--- src/rtl/cyc_pkg.sv ---
// Shared types and sizes for the memory-cycle arbiter.
//  - cyc_state_e : bus-cycle sequencer states
//  - cyc_owner_e : which requester currently owns the local memory bus
//  - WCNT_W / TCNT_W : widths of the wait-state and timeout counters
//  - eff_wait()  : wait-state budget after the SHORT trim (never below zero)
package cyc_pkg;

  typedef enum logic [2:0] {
    IDLE = 3'd0,
    ADDR = 3'd1,
    WAIT = 3'd2,
    TERM = 3'd3,
    RCV  = 3'd4
  } cyc_state_e;

  typedef enum logic [1:0] {
    NONE = 2'd0,
    CPU  = 2'd1,
    DMA  = 2'd2,
    RFSH = 2'd3
  } cyc_owner_e;

  localparam int unsigned WCNT_W = 4;
  localparam int unsigned TCNT_W = 8;

  // SHORT removes one wait state, but a zero budget stays zero.
  function automatic logic [WCNT_W-1:0] eff_wait(input logic [WCNT_W-1:0] base,
                                                 input logic             short_i);
    logic [WCNT_W-1:0] res;
    if (short_i && (base != WCNT_W'(0))) begin
      res = base - WCNT_W'(1);
    end else begin
      res = base;
    end
    return res;
  endfunction

endpackage

--- src/rtl/cyc_wait_counter.sv ---
// Wait-state and timeout counting for one bus cycle.
// Ports:
//  clk       in  clock
//  rst       in  synchronous active-high reset
//  load      in  ADDR clock: load wait budget, clear timeout count
//  run       in  WAIT clock: count
//  slow      in  memory not ready; freezes the wait count
//  load_val  in  wait budget to load
//  wait_done out this WAIT clock is the last one (budget used up, memory ready)
//  tmo_hit   out this WAIT clock reaches the timeout limit
module cyc_wait_counter
  import cyc_pkg::*;
#(
  parameter int unsigned TMO = 255
) (
  input  logic              clk,
  input  logic              rst,
  input  logic              load,
  input  logic              run,
  input  logic              slow,
  input  logic [WCNT_W-1:0] load_val,
  output logic              wait_done,
  output logic              tmo_hit
);

  localparam int unsigned       TMO_M1     = TMO - 1;
  localparam logic [TCNT_W-1:0] TMO_LAST_C = TMO_M1[TCNT_W-1:0];
  localparam logic [TCNT_W-1:0] TCNT_MAX_C = {TCNT_W{1'b1}};

  logic [WCNT_W-1:0] wcnt_q, wcnt_d;
  logic [TCNT_W-1:0] tcnt_q, tcnt_d;

  // Next counter values: load in ADDR, count down/up in WAIT, otherwise hold.
  always_comb begin
    wcnt_d = wcnt_q;
    tcnt_d = tcnt_q;
    if (load) begin
      wcnt_d = load_val;
      tcnt_d = TCNT_W'(0);
    end else if (run) begin
      if (!slow && (wcnt_q != WCNT_W'(0))) begin
        wcnt_d = wcnt_q - WCNT_W'(1);
      end else begin
        wcnt_d = wcnt_q;
      end
      if (tcnt_q != TCNT_MAX_C) begin
        tcnt_d = tcnt_q + TCNT_W'(1);
      end else begin
        tcnt_d = tcnt_q;
      end
    end else begin
      wcnt_d = wcnt_q;
      tcnt_d = tcnt_q;
    end
  end

  // Counter registers.
  always_ff @(posedge clk) begin
    if (rst) begin
      wcnt_q <= WCNT_W'(0);
      tcnt_q <= TCNT_W'(0);
    end else begin
      wcnt_q <= wcnt_d;
      tcnt_q <= tcnt_d;
    end
  end

  // The count holds the WAIT clocks still owed including the current one,
  // so the cycle ends on the clock where it is 1 and memory is ready.
  assign wait_done = run && !slow && (wcnt_q <= WCNT_W'(1));
  // tcnt_q is the number of WAIT clocks already completed.
  assign tmo_hit   = run && (tcnt_q == TMO_LAST_C);

endmodule

--- src/rtl/cyc_mem_arbiter.sv ---
// Memory-cycle arbiter/sequencer: shares the local memory bus between CPU,
// DMA and refresh, runs ADDR/WAIT/TERM/RCV, and aborts with BERR on timeout.
// Ports:
//  OSC in clock            MR in sync reset (active high)
//  CREQ/CWRITE  CPU request and write qualifier
//  DREQ/DWRITE  DMA request and write qualifier
//  RFREQ        refresh request
//  SLOW         memory not ready (stalls WAIT)
//  SHORT        trims one wait state, captured with the grant
//  CGNT/DGNT/RFGNT  one-hot grants, ADDR..TERM
//  MREQ_n  bus strobe        WRITE  latched write qualifier
//  TERM_n  end-of-cycle      BERR   timeout abort, with TERM_n
//  BUSY    not idle
module cyc_mem_arbiter
  import cyc_pkg::*;
#(
  parameter int unsigned WAIT_CPU  = 3,
  parameter int unsigned WAIT_DMA  = 4,
  parameter int unsigned DMA_BURST = 4,
  parameter int unsigned TMO       = 255
) (
  input  logic OSC,
  input  logic MR,
  input  logic CREQ,
  input  logic CWRITE,
  input  logic DREQ,
  input  logic DWRITE,
  input  logic RFREQ,
  input  logic SLOW,
  input  logic SHORT,
  output logic CGNT,
  output logic DGNT,
  output logic RFGNT,
  output logic MREQ_n,
  output logic WRITE,
  output logic TERM_n,
  output logic BERR,
  output logic BUSY
);

  localparam logic [WCNT_W-1:0] WAIT_CPU_C = WAIT_CPU[WCNT_W-1:0];
  localparam logic [WCNT_W-1:0] WAIT_DMA_C = WAIT_DMA[WCNT_W-1:0];
  localparam logic [WCNT_W-1:0] BURST_C    = DMA_BURST[WCNT_W-1:0];

  cyc_state_e        state_q, state_d;
  cyc_owner_e        owner_q, owner_d;
  cyc_owner_e        arb_owner;
  logic [WCNT_W-1:0] burst_q, burst_d;
  logic              short_q, short_d;
  logic              write_q, write_d;
  logic              cgnt_q, cgnt_d, dgnt_q, dgnt_d, rfgnt_q, rfgnt_d;
  logic              mreq_n_q, mreq_n_d, term_n_q, term_n_d;
  logic              berr_q, berr_d, busy_q, busy_d;
  logic [WCNT_W-1:0] base_sel, eff_wait_v;
  logic              wait_done, tmo_hit;

  cyc_wait_counter #(.TMO(TMO)) u_wait (
    .clk       (OSC),
    .rst       (MR),
    .load      (state_q == ADDR),
    .run       (state_q == WAIT),
    .slow      (SLOW),
    .load_val  (eff_wait_v),
    .wait_done (wait_done),
    .tmo_hit   (tmo_hit)
  );

  // Fixed priority RFREQ > DREQ > CREQ, except a CPU kept waiting by a full DMA burst wins.
  always_comb begin
    arb_owner = NONE;
    if (CREQ && (burst_q == BURST_C)) begin
      arb_owner = CPU;
    end else if (RFREQ) begin
      arb_owner = RFSH;
    end else if (DREQ) begin
      arb_owner = DMA;
    end else if (CREQ) begin
      arb_owner = CPU;
    end else begin
      arb_owner = NONE;
    end
  end

  // Wait budget for the owner; refresh uses the DMA timing.
  always_comb begin
    if (owner_q == CPU) begin
      base_sel = WAIT_CPU_C;
    end else begin
      base_sel = WAIT_DMA_C;
    end
    eff_wait_v = eff_wait(base_sel, short_q);
  end

  // Sequencer next state plus the output values for the next clock.
  always_comb begin
    state_d = state_q;
    owner_d = owner_q;
    burst_d = burst_q;
    short_d = short_q;
    write_d = write_q;
    berr_d  = 1'b0;
    case (state_q)
      IDLE, RCV: begin
        if (arb_owner != NONE) begin
          state_d = ADDR;
          owner_d = arb_owner;
          short_d = SHORT;
          case (arb_owner)
            CPU: begin
              write_d = CWRITE;
              burst_d = WCNT_W'(0);
            end
            DMA: begin
              write_d = DWRITE;
              if (burst_q < BURST_C) begin
                burst_d = burst_q + WCNT_W'(1);
              end else begin
                burst_d = burst_q;
              end
            end
            default: begin
              write_d = 1'b0;
              burst_d = WCNT_W'(0);
            end
          endcase
        end else begin
          state_d = IDLE;
          owner_d = NONE;
          write_d = 1'b0;
        end
      end
      ADDR: begin
        if (eff_wait_v == WCNT_W'(0)) begin
          state_d = TERM;
        end else begin
          state_d = WAIT;
        end
      end
      WAIT: begin
        // Timeout takes precedence so an abort is never reported as a clean end.
        if (tmo_hit) begin
          state_d = TERM;
          berr_d  = 1'b1;
        end else if (wait_done) begin
          state_d = TERM;
        end else begin
          state_d = WAIT;
        end
      end
      TERM: begin
        state_d = RCV;
        owner_d = NONE;
        write_d = 1'b0;
      end
      default: begin
        state_d = IDLE;
        owner_d = NONE;
        write_d = 1'b0;
      end
    endcase

    cgnt_d   = (owner_d == CPU);
    dgnt_d   = (owner_d == DMA);
    rfgnt_d  = (owner_d == RFSH);
    mreq_n_d = !((state_d == ADDR) || (state_d == WAIT) || (state_d == TERM));
    term_n_d = (state_d != TERM);
    busy_d   = (state_d != IDLE);
  end

  // State and registered outputs; MR aborts any cycle without a TERM_n pulse.
  always_ff @(posedge OSC) begin
    if (MR) begin
      state_q  <= IDLE;
      owner_q  <= NONE;
      burst_q  <= WCNT_W'(0);
      short_q  <= 1'b0;
      write_q  <= 1'b0;
      cgnt_q   <= 1'b0;
      dgnt_q   <= 1'b0;
      rfgnt_q  <= 1'b0;
      mreq_n_q <= 1'b1;
      term_n_q <= 1'b1;
      berr_q   <= 1'b0;
      busy_q   <= 1'b0;
    end else begin
      state_q  <= state_d;
      owner_q  <= owner_d;
      burst_q  <= burst_d;
      short_q  <= short_d;
      write_q  <= write_d;
      cgnt_q   <= cgnt_d;
      dgnt_q   <= dgnt_d;
      rfgnt_q  <= rfgnt_d;
      mreq_n_q <= mreq_n_d;
      term_n_q <= term_n_d;
      berr_q   <= berr_d;
      busy_q   <= busy_d;
    end
  end

  assign CGNT   = cgnt_q;
  assign DGNT   = dgnt_q;
  assign RFGNT  = rfgnt_q;
  assign MREQ_n = mreq_n_q;
  assign WRITE  = write_q;
  assign TERM_n = term_n_q;
  assign BERR   = berr_q;
  assign BUSY   = busy_q;

endmodule

--- config.mk ---
export PLATFORM = sky130hd
export DESIGN_NAME = cyc_mem_arbiter
export DESIGN_NICKNAME = d
export VERILOG_FILES = /design/src/rtl/cyc_pkg.sv /design/src/rtl/cyc_wait_counter.sv /design/src/rtl/cyc_mem_arbiter.sv
export SDC_FILE = /design/constraint.sdc
export NUM_CORES = 1
export LEC_CHECK = 0
export CORE_ASPECT_RATIO = 1.25
export CORE_MARGIN = 10
export CORE_UTILIZATION = 33
export CTS_CLUSTER_DIAMETER = 150
export CTS_CLUSTER_SIZE = 16
export DETAILED_ROUTE_END_ITERATION = 10
export HOLD_SLACK_MARGIN = 0.12
export PLACE_DENSITY = 0.62
export SYNTH_ARGS = -nofsm -noshare
export SYNTH_HDL_FRONTEND = slang
export SYNTH_SLANG_ARGS = --single-unit
--- constraint.sdc ---
create_clock -name OSC -period 2.1 [get_ports OSC]
set_input_delay 0.42 -clock OSC [delete_from_list [all_inputs] [get_ports OSC]]
set_output_delay 0.42 -clock OSC [all_outputs]
set_load 0.02 [all_outputs]
==> impl_results.md, run 1 <==
- Outcome: finished, final reports clean
- Uppermost routed layer: met4
- CTS clk-pin slew, worst paths: 0.06 ns
- Count of maximum capacitance violations: 0
- Post-Syn Nets: 191
- TritonCTS clock tree: yes
- Number of failing hold endpoints at the final stage: 0
- Data arrival, critical path: ~2.2 ns
- Wire length of the first global-routing pass: 5.55 mm
- Detail-routed net length per standard cell: between 10 and 15 um
- Total congestion overflow after global routing: 0
- Biggest area contributors in the synthesized netlist: sky130_fd_sc_hd__dfxtp_1 40%, sky130_fd_sc_hd__ha_1 9.9%, sky130_fd_sc_hd__nor2_1 5.5%, sky130_fd_sc_hd__a21oi_1 4.0%, sky130_fd_sc_hd__inv_1 2.5%
- Routed via count: 1267
- Filler instances: roughly 460
- VDD IR max: between 0.3 and 0.4 mV
- Seq/Total Area, Yosys: between 30% and 40%
- Fin nets: 218
- Most instantiated library cell after synthesis: sky130_fd_sc_hd__dfxtp_1
- Total routing resource utilization after global routing: between 9 and 10%
- Layout overhead on the synthesized area: 26.0%
- Share of final-layout standard cells stronger than drive strength 1: between 10% and 20%
- DRT Pass-1 Iters: 4
- Floorplan die width: a little over 80 um
- Worst-Skew Late Latency: around 0.29 ns
- Fraction of post-synthesis cell area in the top cell type by area: 39.7%
- Setup violation total in the final timing report: 0
- Floorplan die area: 7710 um2
- Cell chosen for the clock root: sky130_fd_sc_hd__clkbuf_8
- Cell leakage power: slightly above 0.7 nW
- Detailed-route wire length: between 3 and 4 mm
- Remaining routing DRC violations: 0
- Worst path cell trace: clkdlybuf4s50_1 -> nand2b_1 -> nand3b_1 -> inv_1 -> ha_1 -> or3_4 -> nor4b_4 -> a21oi_1 -> nor2_1
- Core region area: around 4400 um2
- Routability congestion estimate: 0.836
- Initial antenna violation count: 0
- Met1 routed wirelength after detailed routing: 1.49 mm
- Fin util: between 40 and 50%
- IO Port Bufs: 16
- Largest net degree at the start of global routing: 20
- Logic depth of the worst register-to-register path: 10
- Worst min-delay path category: flip-flop to flip-flop
- Vias in the first global route: 1200
- Top Ports: 17
- Top cell type by total area after synthesis: sky130_fd_sc_hd__dfxtp_1
- # clock sinks: 30
- Unrepaired setup endpoints after global routing: no
- Final count of pins violating max slew: 0
- Initial Utilization: about a third
- Worst reg2reg path endpoint: burst_q[0]$_SDFFE_PP0P_
- Tightest slew margin relative to the limit: 65.0%
- Number of buffers created by CTS: 5
- Std cell rows: 27
- Critical-path cell with the highest stage delay: sky130_fd_sc_hd__clkdlybuf4s50_1
- Critical path launch point type: input pin
- Async set or reset register ratio after synthesis: 0%
- Register bit total from synthesis: 30
- Worst flop-to-flop path startpoint: burst_q[1]$_SDFFE_PP0P_
- Distinct cells, synth: 43
- Capturing element type of the critical path: flip-flop
- Yosys Warn Count: 0
- Post-Route Hold Slack: around 0.47 ns
- WHS Path Cells: 2
- Startpoint of the most critical setup path: DREQ
- Clk_skew: approximately 0.0044 ns
- Inserted Diodes: 0
- Number of design-rule violations left by the first detailed-router iteration: 50
- Largest incremental delay on the critical path: 0.41 ns
- Netlist Area Pre-Place: ~1500 um2
- Average via count per standard cell: 4.95
- Total power per unit cell area: 826 nW/um2
- Number of hold buffers added after CTS: 0
- Worst setup path class: input pin to flip-flop
- Internal reg-to-reg setup slack: 0.16 ns
- Cell types with the highest counts after synthesis: 30 x sky130_fd_sc_hd__dfxtp_1, 22 x sky130_fd_sc_hd__nor2_1, 12 x sky130_fd_sc_hd__a21oi_1, 12 x sky130_fd_sc_hd__ha_1, 10 x sky130_fd_sc_hd__inv_1
- Data required time at the worst endpoint: approximately 2.3 ns
- Highest clock rate: 516 MHz
- Tcrit/Tclk final: ~92%
- Routed met2 length: roughly 1.5 mm
- Post-DRT Antenna Nets: 0
- Deepest clock path buffer count: 2
- Dominant synthesized flop cell: sky130_fd_sc_hd__dfxtp_1
- Final HPWL from detailed placement: 2.32 mm
- Die span in y: approximately 96 um
- Worst setup endpoint: burst_q[0]$_SDFFE_PP0P_
- Met3 WL post-DR: around 130 um
- Setup repair bufs after CTS: 0
- Number of synthesized flops with an enable pin: 0
- H-tree Lvls: 2
- Slew at the pin with the worst max-slew slack: ~0.52 ns
- Critical path peak fanout: 2
- Synthesized area per cell: roughly 9 um2
- Post-synthesis cell count: between 150 and 200
- Shortest clock period the worst path allows after layout: between 1.5 and 2 ns
[cell type report]
type / count / area, um2 / area share, %
multi-input cells: 125 / 870 / 45.6
repair buffers: 25 / 230 / 12.1
inverters: 10 / 37.5 / 1.97
flip-flops and latches: 30 / 602 / 31.6
well taps: 58 / 72.6 / 3.81
clock inverters: 2 / 12.5 / 0.656
clock buffers: 6 / 82.6 / 4.33
[how the worst min path moves through the flow]
stage / from / end / slack [ns]
4_1_cts: short_q$_SDFFE_PP0P_ / short_q$_SDFFE_PP0P_ / 0.47
2_1_floorplan: short_q$_SDFFE_PP0P_ / short_q$_SDFFE_PP0P_ / 0.44
6_report: short_q$_SDFFE_PP0P_ / short_q$_SDFFE_PP0P_ / 0.47
5_1_grt: short_q$_SDFFE_PP0P_ / short_q$_SDFFE_PP0P_ / 0.48
3_3_place_gp: short_q$_SDFFE_PP0P_ / short_q$_SDFFE_PP0P_ / 0.45
3_5_place_dp: short_q$_SDFFE_PP0P_ / short_q$_SDFFE_PP0P_ / 0.46
[power breakdown]
group          switching [W]  total [W]  internal [W]  leakage [nW]
registers          0.0000478   0.000670      0.000622         0.245
clock network       0.000233   0.000497      0.000263        0.0472
logic               0.000214   0.000409      0.000196         0.422
[worst max-delay path: cells and delay by family]
kind                     cells  cell delay [ns]
AND/OR/NAND/NOR              5             0.97
buffers and inverters        2             0.47
adder cells (fa/ha/maj)      1             0.20
AO/OA/AOI/OAI                1             0.10
[per-stage QoR]
stage                     worst slack [ns]  total power (W)  cells  setup TNS [ns]  instance area [um2]
after CTS                           0.0292          0.00158    256               0                 1890
after detailed placement            -0.354          0.00108    248           -1.53                 1790
final                                0.161          0.00158    256               0                 1910
after global placement              -0.307          0.00108    248           -1.19                 1790
after global routing               0.00836          0.00167    256               0                 1910
after floorplan                     0.0742         0.000936    170               0                 1510
[cells in the final DEF, fill, tap and decap left out, types with 4 or more instances in the layout]
master / Yosys / final
sky130_fd_sc_hd__inv_1: 10 / 9
sky130_fd_sc_hd__dfxtp_1: 30 / 29
sky130_fd_sc_hd__a21oi_1: 12 / 12
sky130_fd_sc_hd__nor2_1: 22 / 22
sky130_fd_sc_hd__nand2b_1: 5 / 5
sky130_fd_sc_hd__clkdlybuf4s50_1: 0 / 15
sky130_fd_sc_hd__nor3_1: 6 / 6
sky130_fd_sc_hd__xor2_1: 4 / 4
sky130_fd_sc_hd__nor3b_1: 4 / 4
sky130_fd_sc_hd__xnor2_1: 4 / 4
sky130_fd_sc_hd__clkbuf_8: 0 / 6
sky130_fd_sc_hd__ha_1: 12 / 12
sky130_fd_sc_hd__buf_4: 0 / 9
sky130_fd_sc_hd__nand2_1: 7 / 7
[timing repair]
item | CTS | global route
endpoints found under the setup margin | 2 | 3
resized for setup | 1 | 5
pin swaps | 0 | 6
[metal layers]
metal,track usage (%),vias to the layer above
li1,-,656
met1,10.7,582
met2,14.1,24
met3,3.08,5
met4,4.85,0
met5,0,-
[kinds of logic (layout without fill, tap and decap cells)]
kind of cell | count (synthesis) | in the layout | synth area share, %
mux | 1 | 1 | 0.661
fa+ha+maj | 12 | 12 | 9.92
simple gates | 72 | 72 | 27.6
flops | 30 | 30 | 39.7
compound gates | 32 | 32 | 13.3
xor+xnor | 8 | 8 | 4.63
buf+inv | 15 | 43 | 4.21
[state kept, by name, summed over array words and instances (netlist names)]
register	count
short_q	1
DGNT	1
BERR	1
state_q	3
u_wait.tcnt_q	8
CGNT	1
burst_q	4
RFGNT	1
owner_q	2
BUSY	1
TERM_n	1
MREQ_n	1
u_wait.wcnt_q	4
WRITE	1
No activity file was read; power rests on OpenSTA's default activity.
==> run 2: changes to the inputs <==
Settings changed: CORE_ASPECT_RATIO 1.25 to default, CORE_MARGIN 10 to 8, SLEW_MARGIN from default to 40.
==> run 2 against run 1 <==
Non-clock buffer count up 1. Critical endpoint unchanged. Worst hold slack improved by 0.018 ns. Wire length fell by 3.0%.
==> impl_results.md, run 2 (synthesized netlist as in run 1, its figures left out) <==
- Outcome: finished, final reports clean
- CTS clk-pin slew, worst paths: approximately 0.060 ns
- Filler instances: between 400 and 500
- Post-layout power: around 0.0016 W
- Flip-flop count of the largest register after layout: 8
- Critical path peak fanout: 3
- Inserted Diodes: 0
- Average via count per standard cell: 4.95
- Detailed-route wire length: ~3 mm
- Tcrit/Tclk final: 94.9%
- Post-DRT Antenna Nets: 0
- Net switching component of the power: about 0.00047 W
- Seq pwr share: 42.7%
- Commonest non-fill, non-tap cell in the layout: sky130_fd_sc_hd__dfxtp_1
- Routability congestion estimate: 0.788
- Most frequent cell on the critical path: sky130_fd_sc_hd__inv_1
- Number of buffers created by CTS: 5
- Slew at the pin with the worst max-slew slack: roughly 0.46 ns
- Top Ports: 17
- Tightest slew margin relative to the limit: roughly 70%
- Largest net degree at the start of global routing: 20
- Register ranked first by flip-flop count: u_wait.tcnt_q
- Largest incremental delay on the critical path: about 0.35 ns
- Detail-routed net length per standard cell: 12.3 um
- Total routing resource utilization after global routing: 8.96%
- Top library cells by usage in the layout, fill and taps aside: 30 x sky130_fd_sc_hd__dfxtp_1, 22 x sky130_fd_sc_hd__nor2_1, 15 x sky130_fd_sc_hd__clkdlybuf4s50_1
- Worst min-delay path category: flip-flop to flip-flop
- Total power per unit cell area: 817 nW/um2
- Setup violation total in the final timing report: 0
- Vias in the first global route: 1170
- Setup repair bufs after CTS: 0
- Cell area after layout: around 1900 um2
- DRT Pass-1 Iters: 4
- Number of failing hold endpoints at the final stage: 0
- Routed via count: between 1000 and 1500
- H-tree Lvls: 2
- Initial antenna violation count: 0
- Critical path launch point type: flip-flop
- Leading registers by flop count: u_wait.tcnt_q: 8 flops, burst_q: 4 flops, u_wait.wcnt_q: 4 flops
- Data arrival, critical path: between 2 and 2.5 ns
- Worst path cell trace: inv_1 -> ha_1 -> nand4b_1 -> nand3b_1 -> inv_1 -> ha_2 -> or3_4 -> nor4b_4 -> a21oi_1 -> nor2_1
- Initial Utilization: ~35%
- Floorplan die area: 7010 um2
- Combinational power share: between 20% and 30%
- VDD IR max: about 0.33 mV
- Total internal power: around 0.0011 W
- Shortest clock period the worst path allows after layout: between 1.5 and 2 ns
- Final count of pins violating max slew: 0
- Floorplan die width: around 84 um
- Final HPWL from detailed placement: approximately 2.2 mm
- Worst-Skew Late Latency: ~0.28 ns
- # clock sinks: 30
- Data required time at the worst endpoint: approximately 2.3 ns
- Cell area after placement: around 1800 um2
- Total congestion overflow after global routing: 0
- Highest clock rate: around 500 MHz
- Capturing element type of the critical path: flip-flop
- Number of design-rule violations left by the first detailed-router iteration: 38
- Cell chosen for the clock root: sky130_fd_sc_hd__clkbuf_8
- TritonCTS clock tree: yes
- Number of hold buffers added after CTS: 0
- Remaining routing DRC violations: 0
- Layout overhead on the synthesized area: 25.8%
- Post-Route Hold Slack: 0.484 ns
- Share of power burned in the clock network: around 30%
- IO Port Bufs: 16
- Clk_skew: approximately 0.0066 ns
- Net Sw Frac: 30.2%
- Fin nets: 219
- Wire length of the first global-routing pass: 5.22 mm
- Fin util: a little over two fifths
- Core region area: 4380 um2
- Deepest clock path buffer count: 2
- Count of maximum capacitance violations: 0
- Std cell rows: 24
- Share of final-layout standard cells stronger than drive strength 1: approximately an eighth
- Setup TNS: 0 ns
- Critical-path cell with the highest stage delay: sky130_fd_sc_hd__or3_4
- Cell leakage power: 0.717 nW
- Die span in y: around 84 um
- Worst setup path class: flip-flop to flip-flop
run 2: power groups by stage:
stage	clock network, W	logic, W	registers, W
floorplan	0	0.000251	0.000685
global placement	0	0.000406	0.000675
detailed placement	0	0.000407	0.000675
CTS	0.000491	0.000411	0.000664
global route	0.000519	0.000471	0.000674
finish	0.000473	0.000418	0.000664
run 2: layout make-up:
type	instances	area [um2]	share of cell area, %
Timing Repair Buffer	26	238	12.5
Inverter	10	37.5	1.97
Clock buffer	7	86.3	4.53
Tap cell	52	65.1	3.42
Clock inverter	1	5.00	0.263
Multi-Input combinational cell	125	872	45.8
Sequential cell	30	601	31.5
run 2: metrics by stage:
step | worst slack (ns) | cells
floorplan | 0.0742 | 170
global placement | -0.316 | 243
detailed placement | -0.385 | 243
CTS | 0.00745 | 251
global route | -0.0143 | 251
finish | 0.106 | 251
run 2: path summary, 6_finish.rpt:
path / start / to / slack [ns] / cells past startpoint
worst max-delay path: burst_q[0]$_SDFFE_PP0P_ / burst_q[0]$_SDFFE_PP0P_ / 0.11 / 10
worst min-delay path: short_q$_SDFFE_PP0P_ / short_q$_SDFFE_PP0P_ / 0.48 / 2
worst max register to register: burst_q[0]$_SDFFE_PP0P_ / burst_q[0]$_SDFFE_PP0P_ / 0.11 / 10
worst min register to register: short_q$_SDFFE_PP0P_ / short_q$_SDFFE_PP0P_ / 0.48 / 2
run 2: per-layer routing:
metal	track usage, %	vias up	part of all wire, %
li1	-	657	-
met1	11.0	560	50
met2	13.3	19	44
met3	3.52	6	3.8
met4	4.24	0	1.6
met5	0	-	0
run 2: critical path: cells and delay by family, from the launching register on:
kind / cells / cell delay (ns)
compound gates: 1 / 0.10
buf+inv: 2 / 0.15
simple gates: 5 / 1.02
flops: 1 / 0.32
fa+ha+maj: 2 / 0.34
run 2: what timing repair did:
item / 4_1_cts / 5_1_grt
setup endpoints to repair: 2 / 2
hold endpoints to repair: 0 / 0
resized for setup: 1 / 4
pin swaps: 1 / 6
==> run 3: changes to the inputs <==
Settings changed: CTS_BUF_LIST from default to sky130_fd_sc_hd__clkbuf_8.
==> run 3 against run 2 <==
Critical path depth did not move. Flip-flop and latch count unchanged. Global-route usage is the same. Design area did not move. Combinational power barely moved. Critical endpoint unchanged.
==> impl_results.md, run 3 (synthesized netlist as in run 1, its figures left out) <==
- IO Port Bufs: 16
- TritonCTS clock tree: yes
- Floorplan die width: 83.7 um
- Count of maximum capacitance violations: 0
- Number of buffers created by CTS: 5
- Worst Path Buf+Inv: 2
- Register ranked first by flip-flop count: u_wait.tcnt_q
- Detail-routed net length per standard cell: 12.3 um
- Routed via count: 1239
- Average via count per standard cell: 4.94
- Deepest clock path buffer count: 2
- Total congestion overflow after global routing: 0
- Clk_skew: ~0.0066 ns
- Number of design-rule violations left by the first detailed-router iteration: 38
- Tightest slew margin relative to the limit: between 60% and 70%
- Number of cells in the design after placement: 243
- DRT Pass-1 Iters: 4
- Final std cells w/o fill: approximately 250
- H-tree Lvls: 2
- Remaining routing DRC violations: 0
- Die span in y: between 80 and 90 um
- Inserted Diodes: 0
- Wire length of the first global-routing pass: approximately 5.2 mm
- Critical path launch point type: flip-flop
- Core region area: 4380 um2
- Std cell rows: 24
- Outcome: finished, final reports clean
- Setup repair bufs after CTS: 0
- Highest clock rate: about 500 MHz
- Final HPWL from detailed placement: ~2.2 mm
- Capturing element type of the critical path: flip-flop
- Cell leakage power: 0.721 nW
- Floorplan die area: 7010 um2
- Vias in the first global route: about 1200
- Initial antenna violation count: 0
- Total routing resource utilization after global routing: between 8 and 9%
- CTS clk-pin slew, worst paths: about 0.060 ns
- Setup TNS: 0 ns
- Leading registers by flop count: u_wait.tcnt_q: 8 flops, burst_q: 4 flops, u_wait.wcnt_q: 4 flops
- Worst min-delay path category: flip-flop to flip-flop
- Total power per unit cell area: ~800 nW/um2
- Flip-flop count of the largest register after layout: 8
- Final count of pins violating max slew: 0
- Kind of cell adding the most delay to the critical path: simple AND/OR/NAND/NOR gates
- Initial Utilization: 34.5%
- Critical-path cell with the highest stage delay: sky130_fd_sc_hd__or3_4
- Shortest clock period the worst path allows after layout: about 2.0 ns
- Critical path peak fanout: 3
- Tcrit/Tclk final: roughly 95%
- VDD IR max: between 0.3 and 0.4 mV
- Most frequent cell on the critical path: sky130_fd_sc_hd__inv_1
- Commonest non-fill, non-tap cell in the layout: sky130_fd_sc_hd__dfxtp_1
- Top library cells by usage in the layout, fill and taps aside: 30 x sky130_fd_sc_hd__dfxtp_1, 22 x sky130_fd_sc_hd__nor2_1, 15 x sky130_fd_sc_hd__clkdlybuf4s50_1
- Setup violation total in the final timing report: 0
- Routability congestion estimate: between 0.7 and 0.8
- Layout overhead on the synthesized area: 25.8%
- # clock sinks: 30
- Largest incremental delay on the critical path: between 0.3 and 0.4 ns
- Number of failing hold endpoints at the final stage: 0
- Worst setup path class: flip-flop to flip-flop
- Worst-Skew Late Latency: around 0.28 ns
- Post-Route Hold Slack: 0.484 ns
- Data arrival, critical path: approximately 2.2 ns
- Largest net degree at the start of global routing: 20
- Data required time at the worst endpoint: approximately 2.3 ns
- Detailed-route wire length: roughly 3 mm
- Post-layout power: around 0.0016 W
- Worst path cell trace: inv_1 -> ha_1 -> nand4b_1 -> nand3b_1 -> inv_1 -> ha_2 -> or3_4 -> nor4b_4 -> a21oi_1 -> nor2_1
- Slew at the pin with the worst max-slew slack: between 0.4 and 0.5 ns
- Top Ports: 17
- Cell chosen for the clock root: sky130_fd_sc_hd__clkbuf_8
- Post-DRT Antenna Nets: 0
- Share of final-layout standard cells stronger than drive strength 1: 13.1%
- Fin nets: between 200 and 250
## run 3: through the flow
| stage | setup WS, ns | cell area [um2] | utilization [%] |
|---|---|---|---|
| global placement | -0.316 | 1790 | 40.8 |
| detailed placement | -0.385 | 1790 | 40.8 |
| global route | -0.0143 | 1900 | 43.4 |
| floorplan | 0.0742 | 1510 | - |
| CTS | 0.00745 | 1890 | 43.0 |
| finish | 0.106 | 1900 | 43.4 |
## run 3: layout make-up
cell class,instances,area (um2)
fill,452,2480
multi-input combinational,125,872
sequential,30,601
timing repair buffer,26,238
clock buffer,6,82.6
tap,52,65.1
inverter,10,37.5
clock inverter,2,8.76
## run 3: what timing repair did
item                                   in CTS  in global routing
endpoints found under the hold margin       0                  0
pin swaps                                   1                  6
resized for setup                           1                  4
setup endpoints to repair                   2                  2
hold buffers                                0                  0
## run 3: final timing paths
| path | start | endpoint | slack, ns | cells past startpoint |
|---|---|---|---|---|
| hold / removal | short_q$_SDFFE_PP0P_ | short_q$_SDFFE_PP0P_ | 0.48 | 2 |
| setup reg to reg | burst_q[0]$_SDFFE_PP0P_ | burst_q[0]$_SDFFE_PP0P_ | 0.11 | 10 |
| setup / recovery | burst_q[0]$_SDFFE_PP0P_ | burst_q[0]$_SDFFE_PP0P_ | 0.11 | 10 |
| hold reg to reg | short_q$_SDFFE_PP0P_ | short_q$_SDFFE_PP0P_ | 0.48 | 2 |
## run 3: metal layers
| metal | routed length, um | track usage (%) | up-vias |
|---|---|---|---|
| met5 | 0 | 0 | - |
| met4 | 50 | 4.24 | 0 |
| met3 | 118 | 3.52 | 6 |
| met2 | 1360 | 13.3 | 19 |
| met1 | 1560 | 11.0 | 558 |
| li1 | - | - | 656 |
## run 3: report_power, final
part | internal, W | switching, W
Sequential | 0.000622 | 0.0000424
Combinational | 0.000200 | 0.000218
Clock | 0.000259 | 0.000210
## run 3: worst register-to-register path, delay by kind of cell (launching register included)
kind                       cells  cell delay, ns
and+or+nand+nor                5            1.02
buffers and inverters          2            0.15
adders and majority gates      2            0.34
DFF                            1            0.32
AOI/OAI and AO/OA              1            0.10
